===== src/rtl/jtframe_romload.sv =====
// HPS byte stream to SDRAM programming writes.
// Bytes land in a small FIFO so the HPS never stalls; a three-state
// sequencer turns each entry into one masked write request and keeps
// dwnld_busy asserted until the queue drains and a settle period expires.
module jtframe_romload #(
  parameter int AW          = 2,
  parameter int HOLD_CYCLES = 1024,
  parameter bit SWAP_BYTES  = 1'b0
) (
  input  logic        clk_rom,
  input  logic        rst_n,
  input  logic        downloading,
  input  logic [21:0] ioctl_addr,
  input  logic [7:0]  ioctl_data,
  input  logic        ioctl_wr,
  input  logic        prog_rdy,
  output logic [21:0] prog_addr,
  output logic [7:0]  prog_data,
  output logic [1:0]  prog_mask,
  output logic        prog_we,
  output logic        dwnld_busy,
  output logic        fifo_ovf
);

  localparam int DEPTH = 1 << AW;
  localparam logic [15:0] HOLD = HOLD_CYCLES[15:0];

  typedef struct packed {
    logic [20:0] addr;
    logic        lane;
    logic [7:0]  data;
  } entry_t;

  typedef enum logic [1:0] {IDLE, WRITE, GAP} state_t;

  entry_t      mem_q [DEPTH];
  logic [AW:0] wr_ptr_q, rd_ptr_q;
  state_t      state_q;
  logic [21:0] prog_addr_q;
  logic [7:0]  prog_data_q;
  logic [1:0]  prog_mask_q;
  logic        prog_we_q;
  logic        busy_q, ovf_q, dl_q;
  logic [15:0] hold_q;

  logic   empty, full, push_req, push, pop, dl_rise, hold_load;
  entry_t head;

  assign empty     = (wr_ptr_q == rd_ptr_q);
  assign full      = (wr_ptr_q[AW] != rd_ptr_q[AW]) &&
                     (wr_ptr_q[AW-1:0] == rd_ptr_q[AW-1:0]);
  assign push_req  = ioctl_wr & downloading;
  assign pop       = (state_q == WRITE) & prog_rdy;
  // A pop in the same cycle frees the slot, so a push at full still fits.
  assign push      = push_req & (~full | pop);
  assign dl_rise   = downloading & ~dl_q;
  assign hold_load = downloading | ~empty | (state_q != IDLE);
  assign head      = mem_q[rd_ptr_q[AW-1:0]];

  // FIFO storage; contents are meaningless while the pointers say empty.
  always_ff @(posedge clk_rom) begin
    if (push)
      mem_q[wr_ptr_q[AW-1:0]] <= '{ioctl_addr[21:1], ioctl_addr[0] ^ SWAP_BYTES, ioctl_data};
  end

  // FIFO pointers and sticky overflow flag (cleared by a new download).
  always_ff @(posedge clk_rom or negedge rst_n) begin
    if (!rst_n) begin
      wr_ptr_q <= '0;
      rd_ptr_q <= '0;
      ovf_q    <= 1'b0;
      dl_q     <= 1'b0;
    end else begin
      dl_q <= downloading;
      if (push) wr_ptr_q <= wr_ptr_q + 1'b1;
      if (pop)  rd_ptr_q <= rd_ptr_q + 1'b1;
      if (push_req & full & ~pop) ovf_q <= 1'b1;
      else if (dl_rise)           ovf_q <= 1'b0;
    end
  end

  // Write sequencer: load head, hold request until acked, force one idle cycle.
  always_ff @(posedge clk_rom or negedge rst_n) begin
    if (!rst_n) begin
      state_q     <= IDLE;
      prog_addr_q <= '0;
      prog_data_q <= '0;
      prog_mask_q <= '0;
      prog_we_q   <= 1'b0;
    end else begin
      case (state_q)
        IDLE: begin
          prog_we_q <= 1'b0;
          if (!empty) begin
            prog_addr_q <= {1'b0, head.addr};
            prog_data_q <= head.data;
            prog_mask_q <= head.lane ? 2'b01 : 2'b10;
            prog_we_q   <= 1'b1;
            state_q     <= WRITE;
          end
        end
        WRITE: begin
          if (prog_rdy) begin
            prog_we_q <= 1'b0;
            state_q   <= GAP;
          end
        end
        GAP: begin
          prog_we_q <= 1'b0;
          state_q   <= IDLE;
        end
        default: begin
          prog_we_q <= 1'b0;
          state_q   <= IDLE;
        end
      endcase
    end
  end

  // Busy: set on download start, released when the settle counter runs out.
  always_ff @(posedge clk_rom or negedge rst_n) begin
    if (!rst_n) begin
      hold_q <= '0;
      busy_q <= 1'b0;
    end else begin
      if (hold_load)           hold_q <= HOLD;
      else if (hold_q != '0)   hold_q <= hold_q - 16'd1;
      if (dl_rise)                           busy_q <= 1'b1;
      else if (!hold_load && hold_q == 16'd1) busy_q <= 1'b0;
    end
  end

  assign prog_addr  = prog_addr_q;
  assign prog_data  = prog_data_q;
  assign prog_mask  = prog_mask_q;
  assign prog_we    = prog_we_q;
  assign dwnld_busy = busy_q;
  assign fifo_ovf   = ovf_q;

endmodule


===== config.mk =====
export PLATFORM = sky130hd
export DESIGN_NAME = jtframe_romload
export DESIGN_NICKNAME = d
export VERILOG_FILES = /design/src/rtl/jtframe_romload.sv
export SDC_FILE = /design/constraint.sdc
export NUM_CORES = 1
export LEC_CHECK = 0
export CAP_MARGIN = 20
export CORE_MARGIN = 10
export CORE_UTILIZATION = 30
export CTS_CLUSTER_SIZE = 25
export DETAILED_ROUTE_END_ITERATION = 6
export GPL_ROUTABILITY_DRIVEN = 1
export PLACE_DENSITY = 0.57
export SLEW_MARGIN = 20
export SYNTH_ARGS = -nofsm -noshare
export SYNTH_HDL_FRONTEND = slang
export SYNTH_SLANG_ARGS = --single-unit

===== constraint.sdc =====
create_clock -name clk_rom -period 2.6 [get_ports clk_rom]
set_input_delay 0.26 -clock clk_rom [delete_from_list [all_inputs] [get_ports clk_rom]]
set_output_delay 0.26 -clock clk_rom [all_outputs]
set_load 0.01 [all_outputs]

# After elaboration in Yosys (flattened, before gate mapping)
# Memory sizes are Yosys's and may differ from the RTL's.
# Index checks and enable logic that the tools add are counted.
[totals]
register_bits = 59
mem_bits_rw = 120
input_bits = 35
out_inout_bits = 35
elab_cells = 61
mem_count = 1
[classes]
add_sub_neg = 3
n_eq_ne = 7
muxes = 15
n_bitwise = 13
n_reduce_logical = 11
[mem_list]
columns = ["name", "depth", "word_bits", "rd", "rd_clocked_by_memory_dff", "wr", "line", "text"]
rows = [
  ["mem_q", 4, 30, 1, 0, 1, "36", "entry_t mem_q [DEPTH];"],
]
[ops]
columns = ["cell", "count"]
rows = [
  ["16-bit 2-to-1 mux", 2],
  ["16-bit by 1-bit == test with 1-bit output, second input constant", 1],
  ["16-bit nonzero test", 1],
  ["16-bit by 1-bit subtractor with 16-bit output, second input constant", 1],
  ["1-bit 2-to-1 mux", 8],
  ["2-bit nonzero test", 4],
  ["3-bit by 1-bit adder with 3-bit output, second input constant", 2],
  ["1-bit bitwise AND", 6],
  ["2-bit 2-to-1 mux", 3],
  ["2-bit inequality test, second input constant", 2],
  ["1-bit inverter", 4],
  ["2-bit one-hot mux with 2 select lines", 1],
  ["2-bit AND reduction", 2],
  ["3-bit == test", 1],
  ["1-bit bitwise OR", 3],
  ["2-bit by 1-bit == test with 1-bit output, second input constant", 1],
  ["2-bit == test", 1],
  ["1-bit logical AND", 2],
  ["2-bit logical NOT", 1],
  ["1-bit one-hot mux with 2 select lines", 1],
  ["1-bit logical NOT", 1],
  ["1-bit inequality test", 1],
]

# Depth between registers and ports, before layout
# Gate-level depths: netlist of the first run.
[logic_depth]
ltp_word = 8
mapped_depth = 7
mapped_depth_nobuf = 6

# Worst setup path after synthesis of the first run
# No wires, ideal clock.
[synth_timing]
kind = "register to register"
from = "register rd_ptr_q[0]"
to = "memory mem_q[3][0] (netlist bit) (enable)"
setup_time_ns = 0.391
t_arrival_ns = 1.999
required_ns = 2.209
slack_ns = 0.210
path_stages_with_launch = 5
n_path_buf = 1
synth_period_minus_slack_ns = 2.390
cell_sequence = "dfrtp_1 > clkbuf_1 > xnor2_1 > a41oi_1 > and2_1"
[synth_via]
elab_chain_cells = 7
[synth_lines]
columns = ["item", "line", "text"]
rows = [
  ["start, declared", "37", "logic [AW:0] wr_ptr_q, rd_ptr_q;"],
  ["start signal, assigned", "76", "if (pop) rd_ptr_q <= rd_ptr_q + 1'b1;"],
  ["2-bit == test", "51", "(wr_ptr_q[AW-1:0] == rd_ptr_q[AW-1:0]);"],
  ["1-bit logical AND", "50", "assign full = (wr_ptr_q[AW] != rd_ptr_q[AW]) &&"],
  ["1-bit inverter", "55", "assign push = push_req & (~full | pop);"],
  ["1-bit bitwise OR", "55", ""],
  ["1-bit bitwise AND", "55", ""],
  ["1-bit 2-to-1 mux", "62", "if (push)"],
  ["1-bit 2-to-1 mux (not written as such)", "63", "mem_q[wr_ptr_q[AW-1:0]] <= '{ioctl_addr[21:1], ioctl_addr[0] ^ SWAP_BYTES, ioctl_data};"],
  ["end, declared", "36", ""],
]
# No other way between the ends.

# Worst setup path after layout of the first run
[layout_timing]
from = "register hold_q[0]"
to = "register hold_q[9]"
[layout_via]
elab_chain_cells = 3
word_cells_on_any_way = 5
classes_between = "add/sub: 1; mux: 2; reduce/logical: 2"
[layout_lines]
columns = ["item", "line", "text"]
rows = [
  ["start, declared", "44", "logic [15:0] hold_q;"],
  ["start signal, assigned", "127", "else if (hold_q != '0) hold_q <= hold_q - 16'd1;"],
  ["16-bit by 1-bit subtractor with 16-bit output", "127", ""],
  ["16-bit 2-to-1 mux", "127", ""],
  ["16-bit 2-to-1 mux", "126", "if (hold_load) hold_q <= HOLD;"],
]
# Parallel ways exist; a longest one is shown, timed or not. The select of a mux whose other input is x is not followed.
# A chain may end at the register's enable or synchronous reset.

==> flow_metrics.py, run 1 <==
metrics = {
    "logic_synthesis": {
        "synth_compound_area_share_pct": 2.99,
        "synth.top_cell.area_share_pct": 51.5,
        "synth_edf_count": 120,
        "synthDistinctLibCells": 46,
        "ys_warn_count": 0,
        "yosys.area_share.adder_pct": 1.25,
        "ys_seq_area_share_pct": 72.6,
        "async_reset_ff_share_pct": 33.0,
        "synthMuxAreaShare_pct": 14.8,
        "avgSynthCellArea_um2": 18.5,
        "yosys_register_bits": 179,
        "synth_top_family_by_area": "multiplexers",
        "synth_largest_area_cell": "edfxtp_1",
        "netlist_area_um2": 7000,
        "synth-simple-area-share_pct": 5.72,
        "synth_ff_type": "edfxtp_1",
        "syn_inst": 379,
        "syn_nets": 421,
        "synth_xor_area_share_pct": 1.25,
        "synthTopCellsByArea": "edfxtp_1 52%, dfrtp_1 21%, mux4_2 9.7%",
    },
    "grt": {
        "grt_pass1_vias": 3993,
        "overflow": 0,
        "track_usage_pct": 9.78,
        "grt_max_degree": 60,
        "grt_pass1_wl_um": 23000,
        "antenna_found_initial": 0,
    },
    "job": {
        "drv_cap": 0,
    },
    "run_status": {
        "status": "finished clean",
    },
    "critical_path": {
        "critPathRequiredTime_ns": 2.93,
        "crit_start": "hold_q[0]",
        "worstSetupPathType": "reg -> reg",
        "critPathMaxFanout": 6,
        "arrival_ns": 2.63,
        "rr_startpoint": "hold_q[0]",
        "startpoint_type": "register",
        "cp-end-kind": "register",
    },
    "sta": {
        "max_slew_margin_pct": 46.0,
        "timing.final.crit_share_pct": 88.6,
        "fmax_mhz": 434,
        "rsz0062_at_grt": "no",
        "layout_setup_ws_ns": 0.298,
        "timing_hold_violations_final": 0,
        "finalSetupViolCount": 0,
        "tns_ns": 0,
        "tightest_slew_ns": 0.810,
        "fin_hold_ws_ns": 0.399,
        "finClkSkew_ns": 0.0100,
        "slew_violations": 0,
        "fin_crit_ns": 2.30,
    },
    "die": {
        "die_w_um": 173,
        "fp-row-count": 55,
        "core_area_um2": 22800,
        "io_pins": 70,
        "die-area_um2": 29800,
        "start_util_pct": 30.7,
        "fp.dieH_um": 173,
    },
    "clock_network": {
        "clockBufferDepth": 2,
        "cts_root_buffer": "clkbuf_16",
        "h-tree-depth": 4,
        "cts-buffers-inserted": 17,
        "cts_tree": "done",
        "clkSinkCount": 179,
        "insertion_delay_ns": 0.42,
        "clkSlewWorstSetupHoldPaths_ns": 0.07,
    },
    "layout": {
        "nNetsFinal": 509,
        "fill_cells": 2079,
        "regArea_um2": 5080,
        "stdcell_count": 793,
        "post-route-util_pct": 38.4,
        "drive_above_1_share_pct": 25.6,
        "final_cell_mix": "120 x edfxtp_1, 67 x clkdlybuf4s50_1, 57 x dfrtp_1, 30 x mux4_2, 29 x mux2_2",
        "multi_input_area_um2": 1840,
        "area_delta_synth_final_pct": 25.2,
        "mostFrequentLayoutCell": "edfxtp_1",
        "final_cell_area_um2": 8760,
        "diodes": 0,
    },
    "worst_hold_path": {
        "min_path_type": "in -> reg",
        "min_from": "downloading",
    },
    "power_and_ir_drop": {
        "powerDensity_nw_per_um2": 1140,
        "p_leak_nw": 3.12,
        "peakVddDrop_mv": 0.500,
        "p_total_mw": 9.98,
    },
    "detailed_routing": {
        "routedWlPerCell_um": 17.8,
        "routed_wl_um": 14100,
        "ant_nets": 0,
        "drc": 0,
        "vias": 3609,
        "first_pass_iters": 4,
        "via_per_inst": 4.55,
        "initialDrtViolationCount": 135,
    },
    "placed_design": {
        "place_ws_ns": 0.307,
        "place_area_um2": 8130,
        "place.gp.congestion": 0.767,
        "io_buffers": 68,
        "dp_cells": 760,
        "dp_hpwl_um": 9220,
    },
}
-- registers in the layout (all words and copies together) (netlist names) --
signal	count
dl_q	1
dwnld_busy	1
fifo_ovf	1
hold_q	16
mem_q	120
prog_addr	21
prog_data	8
prog_mask	2
prog_we	1
rd_ptr_q	3
state_q	2
wr_ptr_q	3
-- synthesized netlist by cell type (all sizes together), types with 3 or more instances --
library cell    n
nand3           4
nor4            3
nand3b          3
inv             6
nor2            9
xnor2           7
a21oi          12
edfxtp        120
nor3            5
o31ai           4
mux2           30
o21ai           6
and2            4
clkbuf          9
nand2          11
nand2b          7
mux4           30
ha              7
buf             7
xor2            3
or3             3
nand4           4
dfrtp          59
or4             8
-- power breakdown --
part | total [mW] | internal, mW | switching (mW)
sequential | 3.99 | 3.67 | 0.319
combinational | 3.37 | 1.80 | 1.56
clock | 2.63 | 1.55 | 1.08
total | 9.98 | 7.02 | 2.97
-- worst paths after layout --
kind,to,slack [ns],cells past startpoint
min,dl_q,0.40,1
max in group asynchronous,rd_ptr_q[0],1.54,2
max reg2reg,hold_q[9],0.30,6
min reg2reg,prog_addr[12],0.49,1
max,hold_q[9],0.30,6
min in group asynchronous,prog_addr[11],0.48,2
-- cells by family after synthesis --
group / after synthesis
adder cells (fa/ha/maj): 7
AO/OA/AOI/OAI: 31
AND/OR/NAND/NOR: 67
flip-flops: 179
other: 1
XOR/XNOR: 10
multiplexers: 62
buffers and inverters: 22
-- area by class of cell --
class / count / area share [%]
inverters: 6 / 0.257
repair buffers: 85 / 9.23
clock buffers: 18 / 5.01
multi-input cells: 178 / 21.0
clock inverters: 14 / 2.00
well taps: 313 / 4.47
flip-flops and latches: 179 / 58.0
-- critical path: stages (launching register included) --
cell	delay, ns
dfrtp_1	0.45
inv_1	0.08
ha_1	0.22
or4b_2	0.59
or4_1	0.54
nand2_1	0.13
mux2i_1	0.19
-- routing by layer --
metal	track usage (%)	share of wire (%)	vias to the layer above
li1	-	-	1666
met1	12.0	45	1881
met2	16.2	50	53
met3	3.25	3.7	9
met4	2.69	0.89	0
met5	0	0	-
-- timing repair --
action / CTS / global route
setup buffers: 0 / 0
hold buffers: 1 / 0
resized for setup: 0 / 0
endpoints found under the hold margin: 59 / 0
Power figures use the tool's default switching activity.
==> inputs of run 2 (changes only) <==
- CAP_MARGIN: 20 -> unset
==> results of run 2 <==
The final DEF is identical to that of run 1; final timing and power are the same.
==> inputs of run 3 (changes only) <==
- CAP_MARGIN: unset -> 30
- CORE_UTILIZATION: 30 -> 56
- PLACE_DENSITY: 0.57 -> 0.89
- SLEW_MARGIN: 20 -> unset
==> run 3 against run 2 <==
Via count increased by 3.9%. Clock skew is 0.0059 ns lower. Critical endpoint is now wr_ptr_q[2]. Register-to-register slack is essentially flat. Highest routed layer unchanged. Clock power fell by 5%. Critical path depth fell by 1. Total power down 0.43%. Cell count down 18%. Die area fell by 42%.
==> flow_metrics.py, run 3 (synthesis results as in run 1) <==
metrics = {
    "grt": {
        "overflow": 0,
        "grt_max_degree": 40,
        "grt_pass1_vias": 4096,
        "antenna_found_initial": 0,
        "track_usage_pct": 16.9,
        "grt_pass1_wl_um": 22900,
    },
    "die": {
        "io_pins": 70,
        "fp.dieH_um": 132,
        "core_area_um2": 12100,
        "die-area_um2": 17400,
        "fp-row-count": 40,
        "start_util_pct": 57.8,
        "die_w_um": 132,
    },
    "detailed_routing": {
        "routed_wl_um": 14200,
        "drc": 0,
        "ant_nets": 0,
        "first_pass_iters": 4,
        "vias": 3751,
        "via_per_inst": 5.77,
        "routedWlPerCell_um": 21.9,
        "initialDrtViolationCount": 328,
    },
    "critical_path": {
        "cp-end-kind": "register",
        "rr_endpoint": "wr_ptr_q[2]",
        "critPathMaxFanout": 13,
        "worst-r2r-cell-count": 5,
        "crit_cells": 5,
        "rr_startpoint": "wr_ptr_q[1]",
        "slowest_stage": "xnor2_1",
        "critPathMaxStageDelay_ns": 0.52,
        "worstPathCellList": "xnor2_1 > a41oi_1 > and2_2 > buf_4 > xor2_1",
        "crit_family": "XOR/XNOR gates",
        "critPathRequiredTime_ns": 2.89,
        "startpoint_type": "register",
        "arrival_ns": 2.59,
        "worstSetupPathType": "reg -> reg",
        "path_buf_inv": 1,
        "rrSetupSlack_ns": 0.30,
    },
    "sta": {
        "rsz0062_at_grt": "no",
        "layout_setup_ws_ns": 0.300,
        "finalSetupViolCount": 0,
        "fmax_mhz": 435,
        "tns_ns": 0,
        "tightest_slew_ns": 0.661,
        "finClkSkew_ns": 0.00419,
        "timing_hold_violations_final": 0,
        "timing.final.crit_share_pct": 88.4,
        "max_slew_margin_pct": 55.3,
        "fin_crit_ns": 2.30,
        "slew_violations": 0,
        "fin_hold_ws_ns": 0.357,
    },
    "layout": {
        "stdcell_count": 650,
        "mostFrequentLayoutCell": "edfxtp_1",
        "drive_above_1_share_pct": 25.5,
        "area_delta_synth_final_pct": 22.3,
        "regArea_um2": 5080,
        "nNetsFinal": 511,
        "multi_input_area_um2": 1840,
        "final_cell_mix": "120 x edfxtp_1, 67 x clkdlybuf4s50_1, 57 x dfrtp_1, 30 x mux4_2, 29 x mux2_2",
        "diodes": 0,
        "post-route-util_pct": 70.7,
        "fill_cells": 771,
        "largest_reg_flops": 120,
    },
    "power_and_ir_drop": {
        "p_leak_nw": 3.12,
        "powerDensity_nw_per_um2": 1160,
        "peakVddDrop_mv": 0.624,
    },
    "clock_network": {
        "h-tree-depth": 4,
        "cts-buffers-inserted": 17,
        "clkSinkCount": 179,
        "cts_tree": "done",
        "insertion_delay_ns": 0.42,
        "cts_hold_buffers": 1,
        "clkSlewWorstSetupHoldPaths_ns": 0.07,
        "clockBufferDepth": 2,
        "cts_root_buffer": "clkbuf_16",
        "post_cts_resize_count": 0,
        "postCtsSetupBuffers": 0,
    },
    "placed_design": {
        "dp_cells": 617,
        "dp_hpwl_um": 9220,
        "place_ws_ns": 0.236,
        "place.gp.congestion": 0.823,
        "io_buffers": 68,
    },
    "run_status": {
        "status": "finished clean",
    },
    "worst_hold_path": {
        "min_path_type": "in -> async",
    },
    "job": {
        "drv_cap": 0,
    },
}
==> run 3: cell count changes in the layout (fill, tap and decap cells not counted), sizes merged <==
cell	previous run	this run
clkinv	5	8
buf	17	19
bufinv	3	2
clkbuf	18	17
clkinvlp	3	2
==> run 3: metrics by stage <==
step	instance area [um2]	power, mW
after CTS	8560	10.0
after detailed placement	7960	7.47
after floorplan	7000	6.15
after global routing	8560	10.4
after global placement	7960	7.30
final	8560	9.94
==> run 3: how the worst max path moves through the flow <==
stage / startpoint / endpoint / slack, ns
global route: wr_ptr_q[1] / wr_ptr_q[2] / 0.17
global placement: prog_rdy / mem_q[0][14] / 0.35
finish: wr_ptr_q[1] / wr_ptr_q[2] / 0.30
floorplan: rd_ptr_q[0] / mem_q[3][0] / 0.21
detailed placement: prog_rdy / mem_q[3][2] / 0.24
CTS: hold_q[0] / hold_q[9] / 0.32
==> run 3: tightest hold or removal path, cell delays in order <==
cell and delay (ns):
dlygate4sd3_1 0.52, buf_2 0.11, buf_4 0.27
==> run 3: layout make-up <==
type	count	area share [%]
Tap cell	168	2.46
Sequential cell	179	59.4
Multi-Input combinational cell	178	21.5
Timing Repair Buffer	87	9.59
Clock buffer	17	4.97
Clock inverter	15	1.84
Inverter	6	0.263
==> run 3: metal layers <==
metal  global-route usage (%)  vias to the layer above  share of wire (%)
li1                         -                     1669                  -
met1                     20.7                     1943                 41
met2                     27.8                      117                 51
met3                     5.11                       22                5.4
met4                     5.75                        0                1.8
met5                        0                        -                  0
==> run 3: power by group <==
group / switching [mW] / internal, mW
Clock: 1.08 / 1.42
Combinational: 1.62 / 1.81
Sequential: 0.344 / 3.67
